<file path="config.mk">
export PLATFORM = sky130hd
export DESIGN_NAME = rename_queue
export DESIGN_NICKNAME = d
export VERILOG_FILES = /design/src/rtl/rename_queue.sv
export SDC_FILE = /design/constraint.sdc
export NUM_CORES = 1
export LEC_CHECK = 0
export ABC_AREA = 0
export ABC_CLOCK_PERIOD_IN_PS = 35300
export BUFFER_PORTS_ARGS = -buffer_cell sky130_fd_sc_hd__buf_2
export CORE_MARGIN = 2
export CORE_UTILIZATION = 30
export CTS_BUF_LIST = sky130_fd_sc_hd__clkbuf_8
export DETAILED_ROUTE_END_ITERATION = 6
export PLACE_DENSITY = 0.48
export SLEW_MARGIN = 20
export SYNTH_ARGS = -nofsm -noshare
export SYNTH_HDL_FRONTEND = slang
export SYNTH_SLANG_ARGS = --single-unit
</file>
<file path="constraint.sdc">
create_clock -name CLK -period 35.3 [get_ports CLK]
set_input_delay 0 -clock CLK [delete_from_list [all_inputs] [get_ports CLK]]
set_output_delay 0 -clock CLK [all_outputs]
set_load 0.005 [all_outputs]
</file>
<file path="src/rtl/rename_queue.sv">
// rename_queue: decoupling FIFO between the decoder and the Rename stage.
// Holds DEPTH decoded instruction bundles of 183 bits each:
// {control[103:0], instr[31:0], pc[31:0], RegWr[4:0], RegB[4:0], RegA[4:0]}.
// The head entry is presented combinationally to Rename and retires on any
// clock edge where halt_rename_queue is low. An empty queue presents an
// all-zero NOP bundle. FLUSH empties the queue on the next edge.
// Optional feature macro: RENAME_QUEUE_BYPASS_EN (zero-latency bypass of an
// incoming instruction straight to the outputs when the queue is empty).

module rename_queue #(
    parameter int DEPTH     = 8,
    parameter int AFULL_LVL = DEPTH - 2
) (
    input  logic                      CLK,
    input  logic                      RESET,
    input  logic                      FLUSH,

    input  logic                      in_valid,
    output logic                      in_ready,
    input  logic [31:0]               in_instr,
    input  logic [31:0]               in_instrpc,
    input  logic [4:0]                in_RegA,
    input  logic [4:0]                in_RegB,
    input  logic [4:0]                in_RegWr,
    input  logic [103:0]              in_control,

    input  logic                      halt_rename_queue,
    output logic                      out_valid,
    output logic [31:0]               out_instr,
    output logic [31:0]               out_instrpc,
    output logic [4:0]                out_RegA,
    output logic [4:0]                out_RegB,
    output logic [4:0]                out_RegWr,
    output logic [103:0]              out_control,

    output logic                      full,
    output logic                      almost_full,
    output logic [$clog2(DEPTH):0]    count
);

    localparam int PTR_W   = $clog2(DEPTH);
    localparam int CNT_W   = PTR_W + 1;
    localparam int ENTRY_W = 183;

    logic [ENTRY_W-1:0] mem [DEPTH];

    logic [PTR_W-1:0]   head;
    logic [PTR_W-1:0]   tail;

    logic               stored_valid;
    logic               bypass;
    logic               enq;
    logic               deq;

    logic [ENTRY_W-1:0] in_entry;
    logic [ENTRY_W-1:0] head_entry;
    logic [ENTRY_W-1:0] out_entry;

    assign in_entry     = {in_control, in_instr, in_instrpc, in_RegWr, in_RegB, in_RegA};
    assign head_entry   = mem[head];

    assign stored_valid = (count != '0);
    assign full         = (count == CNT_W'(DEPTH));
    assign almost_full  = (count >= CNT_W'(AFULL_LVL));
    assign in_ready     = ~full;

`ifdef RENAME_QUEUE_BYPASS_EN
    // An instruction arriving at an empty, unstalled queue goes straight to
    // Rename and is consumed this cycle, so it is never written to storage.
    // Reset and flush both kill the bypass so the outputs stay zero.
    assign bypass = ~stored_valid & in_valid & ~halt_rename_queue & ~FLUSH & ~RESET;
`else
    assign bypass = 1'b0;
`endif

    // Enqueue only when there is room; a bypassed instruction is not stored.
    assign enq = in_valid & ~full & ~bypass;
    // The head retires whenever a stored entry is shown and Rename is not halted.
    assign deq = stored_valid & ~halt_rename_queue;

    // Head/tail pointers and occupancy; flush has priority over enq/deq.
    always_ff @(posedge CLK or posedge RESET) begin
        if (RESET) begin
            head  <= '0;
            tail  <= '0;
            count <= '0;
        end else if (FLUSH) begin
            head  <= '0;
            tail  <= '0;
            count <= '0;
        end else begin
            if (enq) begin
                tail <= tail + PTR_W'(1);
            end
            if (deq) begin
                head <= head + PTR_W'(1);
            end
            case ({enq, deq})
                2'b10:   count <= count + CNT_W'(1);
                2'b01:   count <= count - CNT_W'(1);
                default: count <= count;
            endcase
        end
    end

    // Entry storage is deliberately left unreset; valid data is tracked by count.
    always_ff @(posedge CLK) begin
        if (enq && !FLUSH) begin
            mem[tail] <= in_entry;
        end
    end

    // Select the bundle shown to Rename, forcing a zero NOP when nothing is valid.
    always_comb begin
        out_valid = stored_valid | bypass;
        out_entry = '0;
        if (bypass) begin
            out_entry = in_entry;
        end else if (stored_valid) begin
            out_entry = head_entry;
        end
    end

    assign out_control = out_entry[182:79];
    assign out_instr   = out_entry[78:47];
    assign out_instrpc = out_entry[46:15];
    assign out_RegWr   = out_entry[14:10];
    assign out_RegB    = out_entry[9:5];
    assign out_RegA    = out_entry[4:0];

endmodule

</file>
# Word-level counts from Yosys, hierarchy flattened
# Memories as Yosys holds them, arrays and structs flattened.
# Cells that the tools add are included.
# totals
register_bits,10
ramBits,1464
in_bits,188
output_inout_bits,191
word_cells,31
mem_count,1
# mem_list
memory,depth,word_bits,rd,rd_clocked_by_memory_dff,wr,line_no,source
mem,8,183,1,0,1,45,logic [ENTRY_W-1:0] mem [DEPTH];
# op_classes
addsub,4
magnitude_cmp,1
n_eq_ne,3
n_mux,9
bitwise,4
n_reduce_logical,6
# ops
operator,count
2-to-1 mux 183 bit,1
2-to-1 mux 3 bit,4
case mux 4 bit (2 select lines),1
"adder 3 x 1 -> 3 bit, second input constant",2
"adder 4 x 1 -> 4 bit, second input constant",1
"== test 4 bit, second input constant",1
">= comparator 4 x 3 -> 1 bit, second input constant",1
2-to-1 mux 4 bit,1
nonzero test 2 bit,2
nonzero test 4 bit,1
"subtractor 4 x 1 -> 4 bit, second input constant",1
nonzero test 3 bit,1
bitwise AND 1 bit,2
"== test 2 x 1 -> 1 bit, second input constant",1
"== test 2 bit, second input constant",1
2-to-1 mux 1 bit,2
NOT 1 bit,2
logical AND 1 bit,1
logical NOT 1 bit,1

# Longest topological paths before layout
# Gate-level depths: netlist of the first run.
# logic_depth
depth_word,6
mapped_depth,8
mapped_depth_nobuf,7

# Worst setup path after synthesis of the first run
# No wires, ideal clock.
# synth_timing
path_type,register to register
from,register count[3]
to,memory mem[0][0] (enable)
setup_ns,0.950
arrival_time_ns,13.783
required_ns,34.350
slack_ns,20.567
stages_incl_launch_ff,7
n_path_buf,2
synth_period_minus_slack_ns,14.733
path_cell_list,dfrtp_1 -> clkbuf_1 -> or4b_1 -> clkbuf_1 -> nand2_1 -> or3_1 -> nor3_1
# synth_between
elab_chain_len,6
# synth_rtl
element,line_no,source
"start, declared",38,output logic [$clog2(DEPTH):0] count
"start signal, assigned",99,2'b10: count <= count + CNT_W'(1);
"start signal, assigned",100,2'b01: count <= count - CNT_W'(1);
"start signal, assigned",101,default: count <= count;
== test 4 bit,63,assign full = (count == CNT_W'(DEPTH));
NOT 1 bit,-,
via in_ready,19,"output logic in_ready,"
bitwise AND 1 bit,77,assign enq = in_valid & ~full & ~bypass;
logical AND 1 bit,108,if (enq && !FLUSH) begin
2-to-1 mux 1 bit,108,
2-to-1 mux 1 bit (implied by the code),109,mem[tail] <= in_entry;
"end, declared",45,
# The timed path passes the listed nets, and every way through them passes these cells.

# Worst setup path in the final report of the first run
# layout_timing
from,register head[0]
to,output port out_control[20]
# layout_between
elab_chain_len,2
# layout_rtl
element,line_no,source
"start, declared",47,logic [PTR_W-1:0] head;
"start signal, assigned",96,head <= head + PTR_W'(1);
memory (8 x 183 bit),-,
2-to-1 mux 183 bit,119,end else if (stored_valid) begin
"end, declared",34,"output logic [103:0] out_control,"
# Every way passes these cells.

==> flow_metrics.tcl, run 1 <==
set metrics [dict create \
    use_met3 0.0295 \
    p_leak_uw 0.0223 \
    synth_top_area_share 0.785 \
    gp_congestion 0.721 \
    relSlewSlack 0.327 \
    crit_path_frequent_cell "buf_4" \
    core_area_mm2 0.185 \
    yosys_warnings 0 \
    grt_max_degree 107 \
    post_cts_buffers 0 \
    run_status "complete, no violations" \
    yosys.area.top_type "edfxtp_1" \
    crit_buf_inv 5 \
    die_y_um 436 \
    slowest_stage "dfrtp_4" \
    cts_tree "yes" \
    grt_pass1_vias 30800 \
    fin_total_pwr_uw 4530 \
    postSynthCellCount 2412 \
    cts_buffers 240 \
    place_area_mm2 0.0610 \
    arrival_ps 6160 \
    yosysUniqueCellTypes 37 \
    crit_chain "buf_4 -> buf_4 -> buf_4 -> buf_4 -> mux4_2 -> mux2i_1 -> nor2_1 -> buf_2" \
    synth_nets 2604 \
    drv_cap 0 \
    die_w_um 436 \
    drive_gt1_frac 0.319 \
    synthTopCellsByArea "edfxtp_1, mux4_2, mux2i_1, nor2_1, dfrtp_1" \
    final-hold-violation-count 0 \
    post_cts_resized 0 \
    setup-violations-final 0 \
    nFillCells 17200 \
    synth_seq_cells 1474 \
    finalNetCount 3524 \
    start_util 0.302 \
    clk_latency_ps 990 \
    clockRootBuffer "clkbuf_8" \
    startpoint_type "flip-flop" \
    end_kind "output pin" \
    peakVddDrop_mv 0.0953 \
    multi_input_area_mm2 0.0113 \
    use_met2 0.262 \
    grt.busiest_layer "met2" \
    drtPass1Iterations 5 \
    track_usage 0.144 \
    drt_wl_total_um 138000 \
    use_met1 0.165 \
    register_area_mm2 0.0442 \
    grt_first_pass_wirelength_um 202000 \
    ant_nets 0 \
    ctsHtreeMaxLevel 4 \
    finalClockSkew_ps 49.6 \
    synth_area_mm2 0.0560 \
    drv_slew 0 \
    grt_antenna_before_repair 11 \
    row_count 158 \
    routedWlPerCell_um 22.9 \
    dieArea_mm2 0.190 \
    num_io_pins 379 \
    finalCritPeriodShare 0.174 \
    design_area_mm2 0.0695 \
    path_class "flip-flop to output pin" \
    synth.avg_cell_area_um2 23.2 \
    numPortBuffers 378 \
    numClockSinks 1474 \
    rsz0062_at_grt "false" \
    clk_pin_slew_ps 60 \
    crit_family "buffers and inverters" \
    num_vias 27400 \
    required_ps 35300 \
    overflow 0 \
    drc 0 \
    fmax_ghz 0.162 \
    clockBufferDepth 3 \
    hold_path_class "primary input to flip-flop" \
    min_period_ps 6160 \
    yosysSeqAreaShare 0.789 \
    drt_iter0_markers 1688 \
    setup_tns_ps 0 \
    syn_to_final_growth_pct 24.1 \
    slowest_delay_ps 900 \
    p_per_area_mw_per_mm2 65.2 \
    max_slew.worst_pin.slew_ps 1010 \
    cp_max_fo 42 \
    dpl.hpwl_um 73600 \
    drt-vias-per-instance 4.55 \
]
## cell usage in the layout (no fill, tap or decap), types with 4 or more instances in the layout
| cell | instances |
|---|---|
| buf_2 | 378 |
| inv_12 | 5 |
| edfxtp_1 | 1464 |
| nor2_1 | 191 |
| xor2_1 | 4 |
| nor2_4 | 6 |
| dfrtp_1 | 7 |
| a21oi_1 | 7 |
| diode_2 | 7 |
| mux4_2 | 366 |
| ha_1 | 4 |
| clkinv_1 | 64 |
| dlygate4sd3_1 | 381 |
| clkbuf_8 | 245 |
| clkinv_2 | 42 |
| buf_12 | 6 |
| clkinvlp_4 | 7 |
| nand3_1 | 4 |
| mux2i_1 | 183 |
| inv_1 | 65 |
| bufinv_16 | 14 |
| buf_4 | 41 |
| nand2_1 | 7 |
## synthesized netlist by cell type (all sizes together)
library cell  instances
nor2b                 1
or4b                  3
nor3b                 1
or3                   3
o21ai                 4
buf                  65
nand4                 1
clkbuf               64
a211o                 1
a31o                  1
a211oi                2
inv                   5
nand4b                1
mux2i               183
xor2                  4
dfrtp                10
a21o                  1
xnor2                 2
or2                   1
a21oi                 7
mux4                366
nor4                  3
mux2                  1
nor2                197
nand2                 7
nand2b                3
nor3                  3
nand3                 4
ha                    4
edfxtp             1464
## cells by family after synthesis
kind of cell / Yosys count / share of synthesized area
xor+xnor: 6 / 0.000938
simple gates: 228 / 0.0168
buf+inv: 134 / 0.0101
compound gates: 16 / 0.00192
mux: 550 / 0.180
fa+ha+maj: 4 / 0.000894
flops: 1474 / 0.789
## registers in the layout, indices dropped and copies added, names as in the netlist
| register | cells |
|---|---|
| tail | 3 |
| count | 4 |
| mem | 1464 |
| head | 3 |
## through the flow
stage / instances / hold slack (ps) / setup WS (ps) / util
2_1_floorplan: 2412 / -160 / 20570 / -
3_3_place_gp: 5189 / 10.7 / 29890 / 0.329
4_1_cts: 6017 / 14.6 / 28680 / 0.375
6_report: 6024 / 197 / 29140 / 0.375
5_1_grt: 6023 / 147 / 28390 / 0.375
3_5_place_dp: 5189 / 37.4 / 29820 / 0.329
## worst paths after layout
kind	start	slack, ps	depth (start not counted)	endpoint
min in group asynchronous	RESET	700	5	head[0]
worst min-delay path	halt_rename_queue	200	5	count[3]
max in group asynchronous	RESET	33760	6	head[1]
worst max register to register	count[1]	30540	6	mem[7][63]
worst max-delay path	head[0]	29140	8	out_control[20]
worst min register to register	tail[0]	640	2	tail[0]
## layout make-up
class                   instances  share of cell area
diodes                          7            0.000252
clock buffers                 245              0.0485
clock inverters               202              0.0192
inverters                       5            0.000270
multi-input cells             804               0.162
flip-flops and latches       1474               0.636
well taps                    2480              0.0446
repair buffers                807              0.0884
## routing by layer
layer	vias to the layer above	routed length (µm)
met4	2	4070
met2	623	73900
li1	12000	-
met5	-	11
met3	234	5720
met1	14500	54000
## where the power goes
part,switching (µW),total (µW),internal [µW]
clock network,685,1440,754
registers,33.0,2020,1990
logic,582,1070,484
## what timing repair did
action	CTS	global route
hold buffers	381	0
endpoints found under the setup margin	0	0
hold endpoints to repair	1581	0
## worst min-delay path: cells and delay by family
| family | cells | cell delay, ps |
|---|---|---|
| multiplexers | 1 | 190 |
| AND/OR/NAND/NOR | 1 | 110 |
| AO/OA/AOI/OAI | 1 | 80 |
| buffers and inverters | 2 | 720 |
Note: power is estimated with default switching activity, not from simulation.
==> inputs of run 2 (changes only) <==
ABC_AREA = 1   (was 0)
ABC_CLOCK_PERIOD_IN_PS = 6200   (was 35300)
clock period = 6.2 ns   (was 35.3 ns; I/O delays follow)
==> run 2 against run 1 <==
  * Final cell count increased by 28%
  * Routed wire length grew 15%
  * Global-route usage is 1.5 points higher
  * Critical endpoint is now out_instr[11]
  * Critical path type unchanged
  * Clock power grew to 5.9 times the previous value
  * Die area increased by 2.5%
  * Critical path depth down 1
  * Sequential share of layout area is 0.93 points lower
==> flow_metrics.tcl, run 2 <==
set metrics [dict create \
    yosys.area_share.simple 0.0992 \
    dpl.hpwl_um 76800 \
    die_w_um 442 \
    end_kind "output pin" \
    numPortBuffers 378 \
    synthAdderAreaFrac 0.000871 \
    drv_cap 0 \
    path_class "flip-flop to output pin" \
    fin_total_pwr_uw 29100 \
    ctsHtreeMaxLevel 5 \
    p_leak_uw 0.0240 \
    required_ps 6200 \
    start_util 0.302 \
    slowest_stage "dfrtp_4" \
    synth_nets 4438 \
    cts_buffers 281 \
    setup-violations-final 0 \
    finalNetCount 5226 \
    synth_area_mm2 0.0574 \
    dp_cells 6885 \
    async_flop_share 0.00678 \
    top_register "mem" \
    finalCritPeriodShare 0.689 \
    drive_gt1_frac 0.146 \
    postSynthCellCount 4246 \
    crit_family "buffers and inverters" \
    clk_pin_slew_ps 60 \
    top_regs "mem x1464, count x4" \
    synthTopCellsByArea "edfxtp_1, nor2_1, o32ai_1, o21ai_0, clkbuf_1" \
    yosysSeqAreaShare 0.770 \
    slowest_delay_ps 730 \
    arrival_ps 4270 \
    clockBufferDepth 4 \
    relSlewSlack 0.232 \
    numClockSinks 1474 \
    synth-compound-area-share 0.105 \
    track_usage 0.159 \
    final-hold-violation-count 0 \
    fmax_ghz 0.234 \
    synth_seq_cells 1474 \
    yosysUniqueCellTypes 21 \
    synth_edf_count 1464 \
    cts_tree "yes" \
    drc 0 \
    drtPass1Iterations 7 \
    synth.avg_cell_area_um2 13.5 \
    largest_reg_flops 1464 \
    drv_slew 0 \
    num_io_pins 379 \
    post_cts_buffers 0 \
    drt-vias-per-instance 4.80 \
    synth_top_area_share 0.765 \
    cts_hold_buf 377 \
    overflow 0 \
    grt_pass1_vias 37300 \
    yosys.area.top_type "edfxtp_1" \
    synth_ff_type "edfxtp_1" \
    syn_to_final_growth_pct 22.8 \
    final_cell_mix "nor2_1, edfxtp_1, o21ai_0" \
    rsz0062_at_grt "false" \
    grt_antenna_before_repair 19 \
    gp_congestion 0.717 \
    layout.cells.non_filler 7738 \
    synthMuxAreaShare 0 \
    cp_max_fo 139 \
    num_vias 37100 \
    synth-xor-area-share 0.000153 \
    synth_top_family_by_area "compound AO/OA/AOI/OAI gates" \
    clockRootBuffer "clkbuf_8" \
    layout_commonest_cell "nor2_1" \
    startpoint_type "flip-flop" \
    hold_path_class "primary input to flip-flop" \
    finalClockSkew_ps 76.2 \
    setup_tns_ps 0 \
    run_status "complete, no violations" \
    synth_common_cells "nor2_1, edfxtp_1, o21ai_0" \
    die_y_um 442 \
    clk_latency_ps 1010 \
    row_count 160 \
    min_period_ps 4270 \
    peakVddDrop_mv 0.460 \
    crit_path_frequent_cell "nor2_1" \
    synth_most_common_cell "nor2_1" \
    post_cts_resized 0 \
    max_slew.worst_pin.slew_ps 1150 \
    core_area_mm2 0.190 \
    grt_max_degree 198 \
    drt_wl_total_um 159000 \
    drt_iter0_markers 2336 \
    ant_nets 0 \
    grt_first_pass_wirelength_um 236000 \
    routedWlPerCell_um 20.5 \
    p_per_area_mw_per_mm2 412 \
    crit_chain "inv_8 -> buf_12 -> nor2_1 -> o32ai_1 -> o21ai_1 -> nor2_1 -> buf_2" \
    crit_buf_inv 3 \
    yosys_warnings 0 \
    dieArea_mm2 0.195 \
    holdWs_ps 419 \
]
run 2: cell count changes after synthesis, sizes merged, moves of 15 or more:
cell    delta
inv       +15
mux4     -366
o32ai    +366
buf       +76
mux2i    -183
clkbuf    +98
nor2    +1284
o21ai    +553
nand2     +23
run 2: power breakdown:
group | switching [µW] | internal [µW] | leakage, µW
Combinational | 6030 | 3100 | 0.00790
Clock | 4020 | 4470 | 0.00276
Sequential | 191 | 11200 | 0.0134
Total | 10200 | 18800 | 0.0240
run 2: worst paths after layout:
check                                    start            end  slack (ps)  cells after the start
worst max-delay path                   head[0]  out_instr[11]        1930                      7
worst min-delay path            in_control[23]    mem[4][102]         420                      3
worst max register to register        count[0]     mem[5][83]        2920                      7
worst min register to register        count[3]       count[3]         570                      2
max in group asynchronous                RESET        head[0]        5140                      5
min in group asynchronous                RESET       count[0]         680                      5
run 2: through the flow:
step	setup WS, ps	area [µm²]	utilization
after floorplan	-96.4	57500	-
after global placement	2910	61900	0.326
after detailed placement	2890	61900	0.326
after CTS	1710	70500	0.371
after global routing	1660	70500	0.371
final	1930	70500	0.371
run 2: kinds of logic after synthesis:
group	count (synthesis)
AO/OA/AOI/OAI	929
AND/OR/NAND/NOR	1515
buffers and inverters	323
flip-flops	1474
XOR/XNOR	1
adder cells (fa/ha/maj)	4
run 2: tightest hold or removal path, stage by stage:
cell and delay [ps]:
dlygate4sd3_1 520, buf_2 90, dlygate4sd3_1 670
run 2: layout make-up:
class	count	area, µm²
Clock buffer	288	3960
Clock inverter	172	835
Inverter	20	90.1
Timing Repair Buffer	808	6400
Fill cell	18400	120000
Tap cell	2511	3140
Multi-Input combinational cell	2449	11800
Antenna cell	16	40.0
Sequential cell	1474	44200
run 2: per-layer routing:
layer	share of wire	global-route usage	vias up
li1	-	-	17400
met1	0.43	0.202	18500
met2	0.49	0.268	890
met3	0.054	0.0375	294
met4	0.024	0.0498	10
met5	0.00045	0	-
